<file path="config.mk">
export PLATFORM = sky130hd
export DESIGN_NAME = control_unit
export DESIGN_NICKNAME = d
export VERILOG_FILES = /design/src/rtl/control_pkg.sv /design/src/rtl/alu_decoder.sv /design/src/rtl/control_unit.sv
export SDC_FILE = /design/constraint.sdc
export NUM_CORES = 1
export LEC_CHECK = 0
export BUFFER_PORTS_ARGS = -buffer_cell sky130_fd_sc_hd__buf_2
export CAP_MARGIN = 10
export CELL_PAD_IN_SITES_DETAIL_PLACEMENT = 1
export CELL_PAD_IN_SITES_GLOBAL_PLACEMENT = 1
export CORE_UTILIZATION = 33
export DETAILED_ROUTE_END_ITERATION = 6
export GPL_ROUTABILITY_DRIVEN = 0
export PLACE_DENSITY = 0.9
export SLEW_MARGIN = 10
export SYNTH_ARGS = -nofsm -noshare
export SYNTH_HDL_FRONTEND = slang
export SYNTH_HIERARCHICAL = 1
export SYNTH_SLANG_ARGS = --single-unit
</file>
<file path="constraint.sdc">
create_clock -name clk -period 1.05 [get_ports clk]
set_input_delay 0.21 -clock clk [delete_from_list [all_inputs] [get_ports clk]]
set_output_delay 0.21 -clock clk [all_outputs]
set_load 0.02 [all_outputs]
</file>
<file path="src/rtl/control_pkg.sv">
// Shared encodings for the MIPS-subset control unit: opcodes, funct codes,
// ALU op classes and the control bundles passed between decode stages.
package control_pkg;

  localparam logic [5:0] OP_RTYPE = 6'b000000;
  localparam logic [5:0] OP_LW    = 6'b100011;
  localparam logic [5:0] OP_SW    = 6'b101011;
  localparam logic [5:0] OP_BEQ   = 6'b000100;
  localparam logic [5:0] OP_ADDI  = 6'b001000;
  localparam logic [5:0] OP_J     = 6'b000010;

  localparam logic [5:0] FN_ADD = 6'b100000;
  localparam logic [5:0] FN_SUB = 6'b100010;
  localparam logic [5:0] FN_AND = 6'b100100;
  localparam logic [5:0] FN_OR  = 6'b100101;
  localparam logic [5:0] FN_SLT = 6'b101010;

  typedef enum logic [1:0] {
    ALUOP_ADD   = 2'b00,
    ALUOP_SUB   = 2'b01,
    ALUOP_FUNCT = 2'b10,
    ALUOP_RSVD  = 2'b11
  } alu_op_e;

  localparam logic [2:0] ALU_AND = 3'b000;
  localparam logic [2:0] ALU_OR  = 3'b001;
  localparam logic [2:0] ALU_ADD = 3'b010;
  localparam logic [2:0] ALU_SUB = 3'b110;
  localparam logic [2:0] ALU_SLT = 3'b111;

  // Raw main-decoder result, before branch is qualified by the zero flag.
  typedef struct packed {
    logic    reg_write;
    logic    reg_dst;
    logic    alu_source;
    logic    branch;
    logic    mem_write;
    logic    mem_to_reg;
    alu_op_e alu_op;
    logic    jump;
  } main_ctrl_t;

  typedef struct packed {
    logic       mem_to_reg;
    logic       mem_write;
    logic       pc_source;
    logic       alu_source;
    logic       reg_dst;
    logic       reg_write;
    logic       jump;
    logic [2:0] alu_control;
  } ctrl_out_t;

endpackage

</file>
<file path="src/rtl/alu_decoder.sv">
// Combinational ALU decoder: selects the 3-bit ALU operation from the op
// class, consulting funct only for R-type instructions.
module alu_decoder
  import control_pkg::*;
(
  input  alu_op_e    alu_op,
  input  logic [5:0] funct,
  output logic [2:0] alu_control
);

  always_comb begin
    alu_control = ALU_ADD;
    case (alu_op)
      ALUOP_ADD:  alu_control = ALU_ADD;
      ALUOP_SUB:  alu_control = ALU_SUB;
      ALUOP_RSVD: alu_control = ALU_ADD;
      // funct is only looked at here, so an unknown funct on non-R-type
      // instructions can never propagate.
      ALUOP_FUNCT: begin
        case (funct)
          FN_ADD:  alu_control = ALU_ADD;
          FN_SUB:  alu_control = ALU_SUB;
          FN_AND:  alu_control = ALU_AND;
          FN_OR:   alu_control = ALU_OR;
          FN_SLT:  alu_control = ALU_SLT;
          default: alu_control = ALU_ADD;
        endcase
      end
      default: alu_control = ALU_ADD;
    endcase
  end

endmodule

</file>
<file path="src/rtl/control_unit.sv">
// Main control decoder for the single-cycle MIPS subset. Decodes Op/funct
// and registers all datapath controls, giving a one-clock decode stage.
module control_unit
  import control_pkg::*;
(
  input  logic       clk,
  input  logic       rst_n,
  input  logic [5:0] Op,
  input  logic [5:0] funct,
  input  logic       zero,
  output logic       memToReg,
  output logic       memWrite,
  output logic       pcSource,
  output logic       aluSource,
  output logic       regDst,
  output logic       regWrite,
  output logic       jump,
  output logic [2:0] aluControl
);

  main_ctrl_t main_ctrl;
  logic [2:0] alu_control_d;
  ctrl_out_t  ctrl_d;
  ctrl_out_t  ctrl_q;

  // Unknown opcodes decode to all-zero: no register, memory or PC side effects.
  always_comb begin
    main_ctrl = '{default: '0, alu_op: ALUOP_ADD};
    case (Op)
      OP_RTYPE: main_ctrl = '{reg_write: 1'b1, reg_dst: 1'b1, alu_source: 1'b0,
                              branch: 1'b0, mem_write: 1'b0, mem_to_reg: 1'b0,
                              alu_op: ALUOP_FUNCT, jump: 1'b0};
      OP_LW:    main_ctrl = '{reg_write: 1'b1, reg_dst: 1'b0, alu_source: 1'b1,
                              branch: 1'b0, mem_write: 1'b0, mem_to_reg: 1'b1,
                              alu_op: ALUOP_ADD, jump: 1'b0};
      OP_SW:    main_ctrl = '{reg_write: 1'b0, reg_dst: 1'b0, alu_source: 1'b1,
                              branch: 1'b0, mem_write: 1'b1, mem_to_reg: 1'b0,
                              alu_op: ALUOP_ADD, jump: 1'b0};
      OP_BEQ:   main_ctrl = '{reg_write: 1'b0, reg_dst: 1'b0, alu_source: 1'b0,
                              branch: 1'b1, mem_write: 1'b0, mem_to_reg: 1'b0,
                              alu_op: ALUOP_SUB, jump: 1'b0};
      OP_ADDI:  main_ctrl = '{reg_write: 1'b1, reg_dst: 1'b0, alu_source: 1'b1,
                              branch: 1'b0, mem_write: 1'b0, mem_to_reg: 1'b0,
                              alu_op: ALUOP_ADD, jump: 1'b0};
      OP_J:     main_ctrl = '{reg_write: 1'b0, reg_dst: 1'b0, alu_source: 1'b0,
                              branch: 1'b0, mem_write: 1'b0, mem_to_reg: 1'b0,
                              alu_op: ALUOP_ADD, jump: 1'b1};
      default:  main_ctrl = '{default: '0, alu_op: ALUOP_ADD};
    endcase
  end

  alu_decoder u_alu_decoder (
    .alu_op      (main_ctrl.alu_op),
    .funct       (funct),
    .alu_control (alu_control_d)
  );

  // Branch and zero come from the same edge, so the taken decision is
  // resolved before the register rather than after it.
  always_comb begin
    ctrl_d             = '0;
    ctrl_d.mem_to_reg  = main_ctrl.mem_to_reg;
    ctrl_d.mem_write   = main_ctrl.mem_write;
    ctrl_d.pc_source   = main_ctrl.branch & zero;
    ctrl_d.alu_source  = main_ctrl.alu_source;
    ctrl_d.reg_dst     = main_ctrl.reg_dst;
    ctrl_d.reg_write   = main_ctrl.reg_write;
    ctrl_d.jump        = main_ctrl.jump;
    ctrl_d.alu_control = alu_control_d;
  end

  always_ff @(posedge clk or negedge rst_n) begin
    if (!rst_n) begin
      ctrl_q <= '0;
    end else begin
      ctrl_q <= ctrl_d;
    end
  end

  assign memToReg   = ctrl_q.mem_to_reg;
  assign memWrite   = ctrl_q.mem_write;
  assign pcSource   = ctrl_q.pc_source;
  assign aluSource  = ctrl_q.alu_source;
  assign regDst     = ctrl_q.reg_dst;
  assign regWrite   = ctrl_q.reg_write;
  assign jump       = ctrl_q.jump;
  assign aluControl = ctrl_q.alu_control;

endmodule

</file>
# Word level (Yosys, flattened, before mapping)

Cells that the tools add are included.

Bits in registers: 10
Output and inout bits: 10
Word-level logic and storage cells: 27
Input port bits: 15

Bitwise gates (word level): 1
Reduce and logical (&&, ||, !) cells: 3
Equality and inequality tests: 12
Muxes and demuxes: 3

Operator list:

| operator             | count |
|---|---|
| $pmux W9 S6          | 1 |
| $eq A6 B6 Y1 const B | 6 |
| $pmux W3 S4          | 1 |
| $pmux W3 S3          | 1 |
| $eq A6 B2 Y1 const B | 1 |
| $eq A6 B3 Y1 const B | 1 |
| $eq A6 B4 Y1 const B | 1 |
| $logic_not A6 Y1     | 1 |
| $eq A2 B2 Y1 const B | 2 |
| $eq A2 B1 Y1 const B | 1 |
| $logic_not A2 Y1     | 1 |
| $reduce_or A2 Y1     | 1 |
| $and A1 B1 Y1        | 1 |

# Longest topological paths before layout

Gate-level depths: netlist of the first run.

Depth in word-level cells: 5
Depth in mapped cells: 6
Gate-level depth less buffers: 6

# By module

Netlist of the first run, hierarchy kept.

Modules (own cells, without submodules):

| module       | area each (um2) | cells an instance | instances |
|---|---|---|---|
| control_unit | 365.4           | 25                | 1 |
| alu_decoder  | 118.9           | 14                | 1 |

# Least setup slack after synthesis of the first run

No wires, ideal clock.

Path kind: input port to flip-flop
Start: input Op[5]
End: register ctrl_q, in the netlist aluControl[1]
Slack: -0.603 ns
Library setup time: 0.124 ns
Buffers on the path: 0
Stages: 5
Data arrival time: 1.529 ns
Required time: 0.926 ns
Cells stage by stage: or4_4 > nor3_1 > ha_1 > nor3_1 > a21oi_1

Word-level cells in the longest chain between the ends: 5
Elaborated cells between the ends (all ways): 13
Classes of those cells: eq/ne: 8; mux: 2; reduce/logical: 3

RTL lines:

| element                                                 | RTL line           | text |
|---|---|---|
| start, declared                                         | control_unit.sv:8  | `input logic [5:0] Op,` |
| $eq A6 B2 Y1 (tied with other cells)                    | control_unit.sv:29 | `case (Op)` |
| $pmux W9 S6 (*)                                         | control_unit.sv:29 |  |
| $eq A2 B2 Y1 / $logic_not A2 Y1 (equally long branches) | alu_decoder.sv:13  | `case (alu_op)` |
| $reduce_or A2 Y1 (no source line)                       | n/a                |  |
| $pmux W3 S3 (*)                                         | alu_decoder.sv:13  |  |
| named net alu_control_d[1]                              | control_unit.sv:22 | `logic [2:0] alu_control_d;` |
| end signal, assigned                                    | control_unit.sv:76 | `ctrl_q <= ctrl_d;` |
| end, declared                                           | control_unit.sv:24 | `ctrl_out_t ctrl_q;` |

Mark *: on every way through the listed nets, which the timed path passes. The rest lies on a longest branch.

# Final worst setup path of the first run

Start: input Op[3]
End: register ctrl_q, in the netlist aluControl[1]

Same word-level chain as after synthesis.

==> impl_metrics.toml, run 1 <==
[run_status]
outcome = "complete, but fails checks"
failed_checks = "negative setup slack"

[route]
detail_route.wirelength_um = 1832
drcViolationCount = 0
antenna_violating_nets_post_route = 0
drt_iter0_markers = 11
dr.pass1.iters = 3
via_count = 506
wl_per_cell_um = 18.69
vias_per_cell = 5.163

[floorplanning]
die-height_um = 40.31
die_width_um = 40.31
placement_rows = 13
ioPinCount = 25
design.die.area_um2 = 1624
floorplan.core_area_um2 = 1334
initial_core_util_pct = 36.30

[clock_tree]
cts-buffers-inserted = 3
cts.reportedPaths.clkPinSlew_ps = 70
cts.path.max_buffers = 2
tritoncts = "yes"
clock_sink_count = 10
ctsRootBufferMaster = "sky130_fd_sc_hd__clkbuf_4"
clock_h_tree_levels = 1

[cells_and_area]
area_growth_syn_to_layout_pct = 81.65
finalInstanceArea_um2 = 879.6
finalNetCount = 101
final.fill_count = 143
layout.cells.non_filler = 98
postLayoutCoreUtil_pct = 65.95
post_route_cells_drive_above_1_share_pct = 71.08
mostFrequentLayoutCell = "sky130_fd_sc_hd__buf_2"
num_antenna_cells = 0
mostFrequentLayoutCells = "sky130_fd_sc_hd__buf_2 (22), sky130_fd_sc_hd__buf_4 (14), sky130_fd_sc_hd__dfrtp_1 (10)"

[global_route]
grtUsageMet2_pct = 42.34
grt_overflow = 0
groute.usage.overall_pct = 25.43
global_route.peak_usage_layer = "met2"
globalRouteMet3Util_pct = 1.111
number_of_global_route_vias_before_repair = 529
antenna_violations_before_repair = 0
grt_first_pass_wirelength_um = 2628
met1_capacity_usage_during_global_routing_pct = 32.76
grt_max_degree = 11

[power_and_ir_drop]
power-per-cell-area_nw_per_um2 = 1017
power.static_leakage_nw = 0.4123
total_power_mw = 0.8943
worst_ir_drop_vdd_v = 0.0004051

[timing]
setup_ws_ps = -420.5
drv_slew = 0
finish_stage_setup_viols = 3
fin_crit_ps = 1470
final_min_period_over_clock_period_pct = 140.0
max_clock_freq_mhz = 680.1
totalNegativeSetupSlack_ps = -1184
setup_repair_after_global_routing_missed_its_margin = "true"
timing.slew.headroom_pct = 81.42
max_slew.worst_pin.slew_ps = 276.2
final_hold_violation_count = 0

[setup_path]
startpoint_type = "input port"
cp_slowest_cell = "sky130_fd_sc_hd__or4_4"
critical_path.max_stage_delay_ps = 550
path_max_fanout = 3
critPathCapture = "aluControl[1]$_DFF_PN0_"
setup.worst_path.class = "input port to flip-flop"
cp_data_arrival_time_ps = 1620
cp-end-kind = "flip-flop"
timing.critical_path.required_ps = 1200
critical_path.cell_chain = "buf_6, or4_4, nor3_4, inv_2, ha_4, nor3_4, a21oi_2"
cpMostUsedCell = "sky130_fd_sc_hd__nor3_4"
startpoint = "Op[3]"

[logic_synthesis]
total_nets_after_synthesis = 56
synth_top_cell_by_area = "sky130_fd_sc_hd__dfrtp_1"
post_synth_instance_area_um2 = 484.2
syn-instance-count = 39
synth_top_cells_by_area = "sky130_fd_sc_hd__dfrtp_1 (52%), sky130_fd_sc_hd__ha_1 (5.2%), sky130_fd_sc_hd__nand4bb_1 (4.7%)"
ys_warn_count = 6
synth_seq_area_share_pct = 51.68
post_synth.cell_area_avg_um2 = 12.42
synth.ff_latch_count = 10
yosysTopAreaCellShare_pct = 51.68
ys_types = 21

[placement]
port_buffers = 24
place_hpwl_um = 1239
detailed_place.area_um2 = 726.9
placed_cells_incl_taps = 88

[min_path]
min_path_cells = 3
worst_hold_path_type = "input port to flip-flop"

[job]
max_cap_viol_count = 0
-- synthesized netlist by cell type --
master	instances
sky130_fd_sc_hd__dfrtp_1	10
sky130_fd_sc_hd__nor3_1	4
sky130_fd_sc_hd__inv_1	3
sky130_fd_sc_hd__a211oi_1	2
sky130_fd_sc_hd__ha_1	2
sky130_fd_sc_hd__nand4bb_1	2
sky130_fd_sc_hd__nor4_1	2
sky130_fd_sc_hd__a211oi_2	1
sky130_fd_sc_hd__a21oi_1	1
sky130_fd_sc_hd__and4bb_2	1
sky130_fd_sc_hd__nand2b_1	1
sky130_fd_sc_hd__nand3_1	1
sky130_fd_sc_hd__nand3b_1	1
sky130_fd_sc_hd__nand4b_1	1
sky130_fd_sc_hd__nor3b_2	1
sky130_fd_sc_hd__nor4b_1	1
sky130_fd_sc_hd__o22ai_2	1
sky130_fd_sc_hd__or3_1	1
sky130_fd_sc_hd__or3b_1	1
sky130_fd_sc_hd__or4_4	1
sky130_fd_sc_hd__or4b_1	1
-- power breakdown --
part           switching (mW)  leakage [nW]  internal [mW]
Combinational          0.0773         0.257         0.0763
Sequential            0.00162         0.134          0.390
Clock                   0.138        0.0210          0.211
Total                   0.217         0.412          0.677
-- worst min path at each step --
stage / endpoint / from / slack [ps]
6_report: pcSource$_DFF_PN0_ / zero / 210
5_1_grt: pcSource$_DFF_PN0_ / zero / 200
4_1_cts: pcSource$_DFF_PN0_ / zero / 170
3_5_place_dp: aluControl[1]$_DFF_PN0_ / rst_n / 80
3_3_place_gp: aluControl[2]$_DFF_PN0_ / rst_n / 70
2_1_floorplan: aluControl[0]$_DFF_PN0_ / rst_n / -90
-- logic make-up after synthesis --
group | share of synthesized area (%)
simple gates | 31.53
fa+ha+maj | 5.167
compound gates | 9.300
buf+inv | 2.325
flops | 51.68
-- registers in the layout, indices dropped and copies added (netlist names) --
register,cells
aluControl,3
aluSource,1
jump,1
memToReg,1
memWrite,1
pcSource,1
regDst,1
regWrite,1
-- through the flow --
stage / setup slack [ps] / hold slack (ps)
2_1_floorplan: -499.0 / -85.59
3_3_place_gp: -663.0 / 68.40
3_5_place_dp: -791.5 / 75.89
4_1_cts: -442.0 / 165.2
5_1_grt: -470.2 / 200.8
6_report: -420.5 / 207.3
-- repair_timing --
action | in CTS | in global routing
endpoints found under the setup margin | 4 | 4
resized for setup | 10 | 4
setup buffers | 2 | 4
pin swaps | 7 | 6
hold buffers | 1 | 0
endpoints found under the hold margin | 10 | 0
-- worst max-delay path, delay by kind of cell --
family / cells / cell delay [ps]
AO/OA/AOI/OAI: 1 / 80
adder cells (fa/ha/maj): 1 / 190
buffers and inverters: 2 / 160
AND/OR/NAND/NOR: 3 / 980
-- cell type report --
| cell class | instances | area, um2 | area share (%) |
|---|---|---|---|
| multi-input combinational | 26 | 304.0 | 34.57 |
| timing repair buffer | 40 | 259.0 | 29.45 |
| sequential | 10 | 250.2 | 28.45 |
| clock buffer | 4 | 36.28 | 4.125 |
| tap | 15 | 18.77 | 2.134 |
| inverter | 3 | 11.26 | 1.280 |
-- metal layers --
metal	part of all wire, %	wire, um
met5	0	0
met4	1.0	19
met3	2.5	45
met2	49	894
met1	48	872
(Power assumes the default switching activity.)
==> inputs of run 2 (changes only) <==
--- a/config.mk
+++ b/config.mk
@@ -13,6 +13,7 @@
 export DETAILED_ROUTE_END_ITERATION = 6
 export GPL_ROUTABILITY_DRIVEN = 0
 export PLACE_DENSITY = 0.9
+export RECOVER_POWER = 25
 export SLEW_MARGIN = 10
 export SYNTH_ARGS = -nofsm -noshare
 export SYNTH_HDL_FRONTEND = slang
==> run 2 against run 1 <==
Compared with the run above:
- the run still ends with negative setup slack left
- critical path depth unchanged
- sequential power about the same
- combinational power about the same
- die area unchanged
- non-clock buffer count unchanged
- first-iteration DRC count unchanged
- highest routed layer unchanged
- hold slack unchanged
- global-route usage unchanged
==> impl_metrics.toml, run 2 (synthesized netlist as in run 1, its figures left out) <==
[run_status]
outcome = "complete, but fails checks"
failed_checks = "negative setup slack"

[power_and_ir_drop]
power.static_leakage_nw = 0.4095
worst_ir_drop_vdd_v = 0.0004044
power-per-cell-area_nw_per_um2 = 1018
total_power_mw = 0.8937

[setup_path]
cp_data_arrival_time_ps = 1620
cpMostUsedCell = "sky130_fd_sc_hd__nor3_4"
wp_buf_inv = 2
cp-end-kind = "flip-flop"
timing.critical_path.required_ps = 1200
cp_slowest_cell = "sky130_fd_sc_hd__or4_4"
startpoint = "Op[3]"
crit_cells = 7
critical_path.top_delay_family = "simple AND/OR/NAND/NOR gates"
setup.worst_path.class = "input port to flip-flop"
startpoint_type = "input port"
path_max_fanout = 3
critical_path.max_stage_delay_ps = 550
critPathCapture = "aluControl[1]$_DFF_PN0_"
critical_path.cell_chain = "buf_6, or4_4, nor3_4, inv_2, ha_4, nor3_4, a21oi_2"

[placement]
detailedPlace.worstSlack_ps = -791.5
detailed_place.area_um2 = 726.9
place_hpwl_um = 1239
port_buffers = 24

[timing]
final_min_period_over_clock_period_pct = 140.0
timing.slew.headroom_pct = 64.62
max_clock_freq_mhz = 680.1
setup_ws_ps = -420.4
max_slew.worst_pin.slew_ps = 530.7
fin_crit_ps = 1470
drv_slew = 0
finish_stage_setup_viols = 3
setup_repair_after_global_routing_missed_its_margin = "true"
final_hold_violation_count = 0
totalNegativeSetupSlack_ps = -1184

[floorplanning]
ioPinCount = 25
floorplan.core_area_um2 = 1334
initial_core_util_pct = 36.30
die-height_um = 40.31
design.die.area_um2 = 1624
die_width_um = 40.31
placement_rows = 13

[clock_tree]
clock_h_tree_levels = 1
cts.reportedPaths.clkPinSlew_ps = 70
cts-buffers-inserted = 3
clock_sink_count = 10
tritoncts = "yes"
cts.path.max_buffers = 2
ctsRootBufferMaster = "sky130_fd_sc_hd__clkbuf_4"

[job]
max_cap_viol_count = 0

[route]
drcViolationCount = 0
antenna_violating_nets_post_route = 0
dr.pass1.iters = 3
wl_per_cell_um = 18.67
vias_per_cell = 5.163
drt_iter0_markers = 11
detail_route.wirelength_um = 1830
via_count = 506

[cells_and_area]
mostFrequentLayoutCell = "sky130_fd_sc_hd__buf_2"
finalNetCount = 101
finalInstanceArea_um2 = 878.3
mostFrequentLayoutCells = "sky130_fd_sc_hd__buf_2 (21), sky130_fd_sc_hd__buf_4 (14), sky130_fd_sc_hd__dfrtp_1 (10)"
area_growth_syn_to_layout_pct = 81.40
num_antenna_cells = 0
post_route_cells_drive_above_1_share_pct = 69.88
max_ffs_per_register = 3

[global_route]
grt_overflow = 0
number_of_global_route_vias_before_repair = 529
grt_first_pass_wirelength_um = 2628
antenna_violations_before_repair = 0
groute.usage.overall_pct = 25.43
grt_max_degree = 11

[min_path]
worst_hold_path_type = "input port to flip-flop"
-- run 2: changes by cell type in the layout (fill, tap and decap cells not counted), sizes merged --
| cell | delta |
|---|---|
| buf | -1 |
| clkbuf | +1 |
-- run 2: repair_timing --
action / 4_1_cts / 5_1_grt
endpoints found under the hold margin: 10 / 0
gates resized for setup: 10 / 4
setup buffers: 2 / 4
pin swaps: 7 / 6
hold buffers: 1 / 0
setup endpoints to repair: 4 / 4
-- run 2: through the flow --
stage / utilization, % / hold WS, ps / std cells
after floorplan: - / -85.59 / 39
after global placement: 54.50 / 68.40 / 88
after detailed placement: 54.50 / 75.89 / 88
after CTS: 62.76 / 165.2 / 95
after global routing: 65.85 / 200.8 / 98
final: 65.85 / 207.3 / 98
-- run 2: layer usage --
layer / part of all wire [%] / wire length [um] / global-route usage [%]
met2: 49 / 894 / 42.34
met3: 2.5 / 45 / 1.111
met5: 0 / 0 / 0
met4: 1.0 / 19 / 14.17
met1: 48 / 871 / 32.76
-- run 2: power breakdown --
group	internal [mW]	switching (mW)	total (mW)
registers	0.390	0.00162	0.392
clock network	0.211	0.138	0.349
logic	0.0758	0.0773	0.153
total	0.676	0.217	0.894
-- run 2: cell type report --
type | count | area, um2
multi-input cells | 26 | 304.0
fillers | 144 | 455.4
well taps | 15 | 18.77
flip-flops and latches | 10 | 250.2
clock buffers | 4 | 36.28
repair buffers | 40 | 257.7
inverters | 3 | 11.26
-- run 2: worst min path at each step --
stage / from / end / slack, ps / cells after the start
2_1_floorplan: rst_n / aluControl[0]$_DFF_PN0_ / -90 / 0
3_3_place_gp: rst_n / aluControl[2]$_DFF_PN0_ / 70 / 1
3_5_place_dp: rst_n / aluControl[1]$_DFF_PN0_ / 80 / 1
4_1_cts: zero / pcSource$_DFF_PN0_ / 170 / 3
5_1_grt: zero / pcSource$_DFF_PN0_ / 200 / 3
6_report: zero / pcSource$_DFF_PN0_ / 210 / 3
==> inputs of run 3 (changes only) <==
--- a/config.mk
+++ b/config.mk
@@ -5,14 +5,15 @@
 export SDC_FILE = /design/constraint.sdc
 export NUM_CORES = 1
 export LEC_CHECK = 0
-export BUFFER_PORTS_ARGS = -buffer_cell sky130_fd_sc_hd__buf_2
+export BUFFER_PORTS_ARGS = -buffer_cell sky130_fd_sc_hd__clkbuf_2
 export CAP_MARGIN = 10
 export CELL_PAD_IN_SITES_DETAIL_PLACEMENT = 1
 export CELL_PAD_IN_SITES_GLOBAL_PLACEMENT = 1
-export CORE_UTILIZATION = 33
+export CORE_ASPECT_RATIO = 1.2
+export CORE_UTILIZATION = 31
 export DETAILED_ROUTE_END_ITERATION = 6
 export GPL_ROUTABILITY_DRIVEN = 0
-export PLACE_DENSITY = 0.9
+export PLACE_DENSITY = 0.86
 export RECOVER_POWER = 25
 export SLEW_MARGIN = 10
 export SYNTH_ARGS = -nofsm -noshare
==> constraint.sdc (replaced) <==
create_clock -name clk -period 1.4 [get_ports clk]
set_input_delay 0.28 -clock clk [delete_from_list [all_inputs] [get_ports clk]]
set_output_delay 0.28 -clock clk [all_outputs]
set_load 0.02 [all_outputs]
==> run 3 against run 2 <==
Compared with the run above:
- power fell by 34%
- the run still ends with negative setup slack left
- sequential power decreased by 25%
- global-route usage down 3.8 points
- die area rose by 6.2%
- sequential share of layout area increased by 2.1 points
- first-iteration DRC count down 64%
- worst setup slack improved by 330 ps
- count of clock-buffer cells in the layout shrank 1
- critical path depth shrank 1
==> impl_metrics.toml, run 3 (synthesized netlist as in run 1, its figures left out) <==
[timing]
fin_worst_hold_slack_ps = 290.1
final_min_period_over_clock_period_pct = 106.3
setup_repair_after_global_routing_missed_its_margin = "true"
final_hold_violation_count = 0
setup_ws_ps = -88.58
fin_crit_ps = 1489
timing.slew.headroom_pct = 62.62
drv_slew = 0
max_slew.worst_pin.slew_ps = 560.7
finish_stage_setup_viols = 3
max_clock_freq_mhz = 671.8

[global_route]
antenna_violations_before_repair = 0
grt_first_pass_wirelength_um = 2415
number_of_global_route_vias_before_repair = 523
grt_overflow = 0
groute.usage.overall_pct = 21.62
grt_max_degree = 11

[setup_path]
setup.worst_path.class = "input port to flip-flop"
startpoint_type = "input port"
cp_data_arrival_time_ps = 1630
path_max_fanout = 3
cp-end-kind = "flip-flop"
timing.critical_path.required_ps = 1540

[route]
wl_per_cell_um = 16.88
drcViolationCount = 0
via_count = 489
detail_route.wirelength_um = 1637
drt_iter0_markers = 4
dr.pass1.iters = 4
antenna_violating_nets_post_route = 0
vias_per_cell = 5.041

[floorplanning]
placement_rows = 15
die-height_um = 45.30
ioPinCount = 25
floorplan.core_area_um2 = 1445
die_width_um = 38.08
initial_core_util_pct = 33.51
design.die.area_um2 = 1725

[clock_tree]
ctsRootBufferMaster = "sky130_fd_sc_hd__clkbuf_4"
cts-buffers-inserted = 3
clock_h_tree_levels = 1
cts.path.max_buffers = 2
clock_sink_count = 10
cts.reportedPaths.clkPinSlew_ps = 60
tritoncts = "yes"

[cells_and_area]
mostFrequentLayoutCell = "sky130_fd_sc_hd__clkbuf_2"
postLayoutCoreUtil_pct = 56.54
mostFrequentLayoutCells = "sky130_fd_sc_hd__clkbuf_2 (22), sky130_fd_sc_hd__buf_4 (12), sky130_fd_sc_hd__dfrtp_1 (10)"
max_ffs_per_register = 3
area_growth_syn_to_layout_pct = 68.73
final.fill_count = 169
post_route_cells_drive_above_1_share_pct = 65.00
finalInstanceArea_um2 = 817.0
num_antenna_cells = 0
finalNetCount = 99

[min_path]
worst_hold_path_type = "input port to flip-flop"

[power_and_ir_drop]
power.static_leakage_nw = 0.3854
total_power_mw = 0.5911
worst_ir_drop_vdd_v = 0.0004040
power-per-cell-area_nw_per_um2 = 723.4

[run_status]
outcome = "complete, but fails checks"
failed_checks = "negative setup slack"

[placement]
place_hpwl_um = 1255
detailed_place.area_um2 = 729.5
port_buffers = 24

[job]
max_cap_viol_count = 0
## run 3: changes by cell type in the layout (fill, tap and decap cells not counted)
cell | before | now
sky130_fd_sc_hd__clkbuf_2 | 0 | 22
sky130_fd_sc_hd__buf_2 | 21 | 0
sky130_fd_sc_hd__buf_4 | 14 | 12
sky130_fd_sc_hd__a21oi_1 | 0 | 1
sky130_fd_sc_hd__a21oi_2 | 1 | 0
sky130_fd_sc_hd__buf_6 | 3 | 2
sky130_fd_sc_hd__clkbuf_8 | 1 | 0
sky130_fd_sc_hd__ha_2 | 0 | 1
sky130_fd_sc_hd__ha_4 | 2 | 1
sky130_fd_sc_hd__nor3_1 | 0 | 1
sky130_fd_sc_hd__nor3_4 | 3 | 2
sky130_fd_sc_hd__or4b_1 | 0 | 1
sky130_fd_sc_hd__or4b_4 | 1 | 0
## run 3: where the power goes
group | switching, mW | total, mW | internal [mW] | leakage (nW)
clock | 0.0939 | 0.193 | 0.0991 | 0.0138
combinational | 0.0536 | 0.105 | 0.0510 | 0.238
sequential | 0.000940 | 0.294 | 0.293 | 0.134
total | 0.148 | 0.591 | 0.443 | 0.385
## run 3: timing repair
item                       4_1_cts  5_1_grt
hold buffers                     1        0
pin swaps                        5        4
buffers inserted                 2        1
gates resized for setup          3        5
setup endpoints to repair        3        3
hold endpoints to repair        10        0
## run 3: path summary, 6_finish.rpt
check                      startpoint                 endpoint  slack [ps]  depth (start not counted)
worst max-delay path            Op[3]  aluControl[1]$_DFF_PN0_         -90                          6
worst min-delay path             zero       pcSource$_DFF_PN0_         290                          3
max in group asynchronous       rst_n  aluControl[1]$_DFF_PN0_         510                          2
min in group asynchronous       rst_n       pcSource$_DFF_PN0_         520                          2
## run 3: layer usage
layer	share of wire (%)	vias to the layer above	track usage, %
met5	0	-	0
met4	1.5	0	15.00
met3	1.6	2	1.478
met2	53	12	36.27
met1	44	239	25.62
li1	-	236	-
## run 3: worst max-delay path: stages
cell                      delay (ps)
sky130_fd_sc_hd__buf_6            90
sky130_fd_sc_hd__or4_4           540
sky130_fd_sc_hd__nor3_4          210
sky130_fd_sc_hd__ha_4            250
sky130_fd_sc_hd__nor3_1          180
sky130_fd_sc_hd__a21oi_1          70
## run 3: metrics by stage
stage	TNS [ps]	setup WS, ps	std cells
finish	-207.5	-88.58	97
global route	-270.7	-104.5	97
CTS	-310.6	-123.5	96
detailed placement	-1222	-462.0	90
global placement	-1052	-383.3	90
floorplan	-437.5	-219.0	39
## run 3: area by class of cell
| cell class | count | area, um2 | area share (%) |
|---|---|---|---|
| Tap cell | 17 | 21.27 | 2.603 |
| Timing Repair Buffer | 38 | 236.5 | 28.94 |
| Sequential cell | 10 | 250.2 | 30.63 |
| Inverter | 3 | 11.26 | 1.378 |
| Multi-Input combinational cell | 26 | 275.3 | 33.69 |
| Clock buffer | 3 | 22.52 | 2.757 |
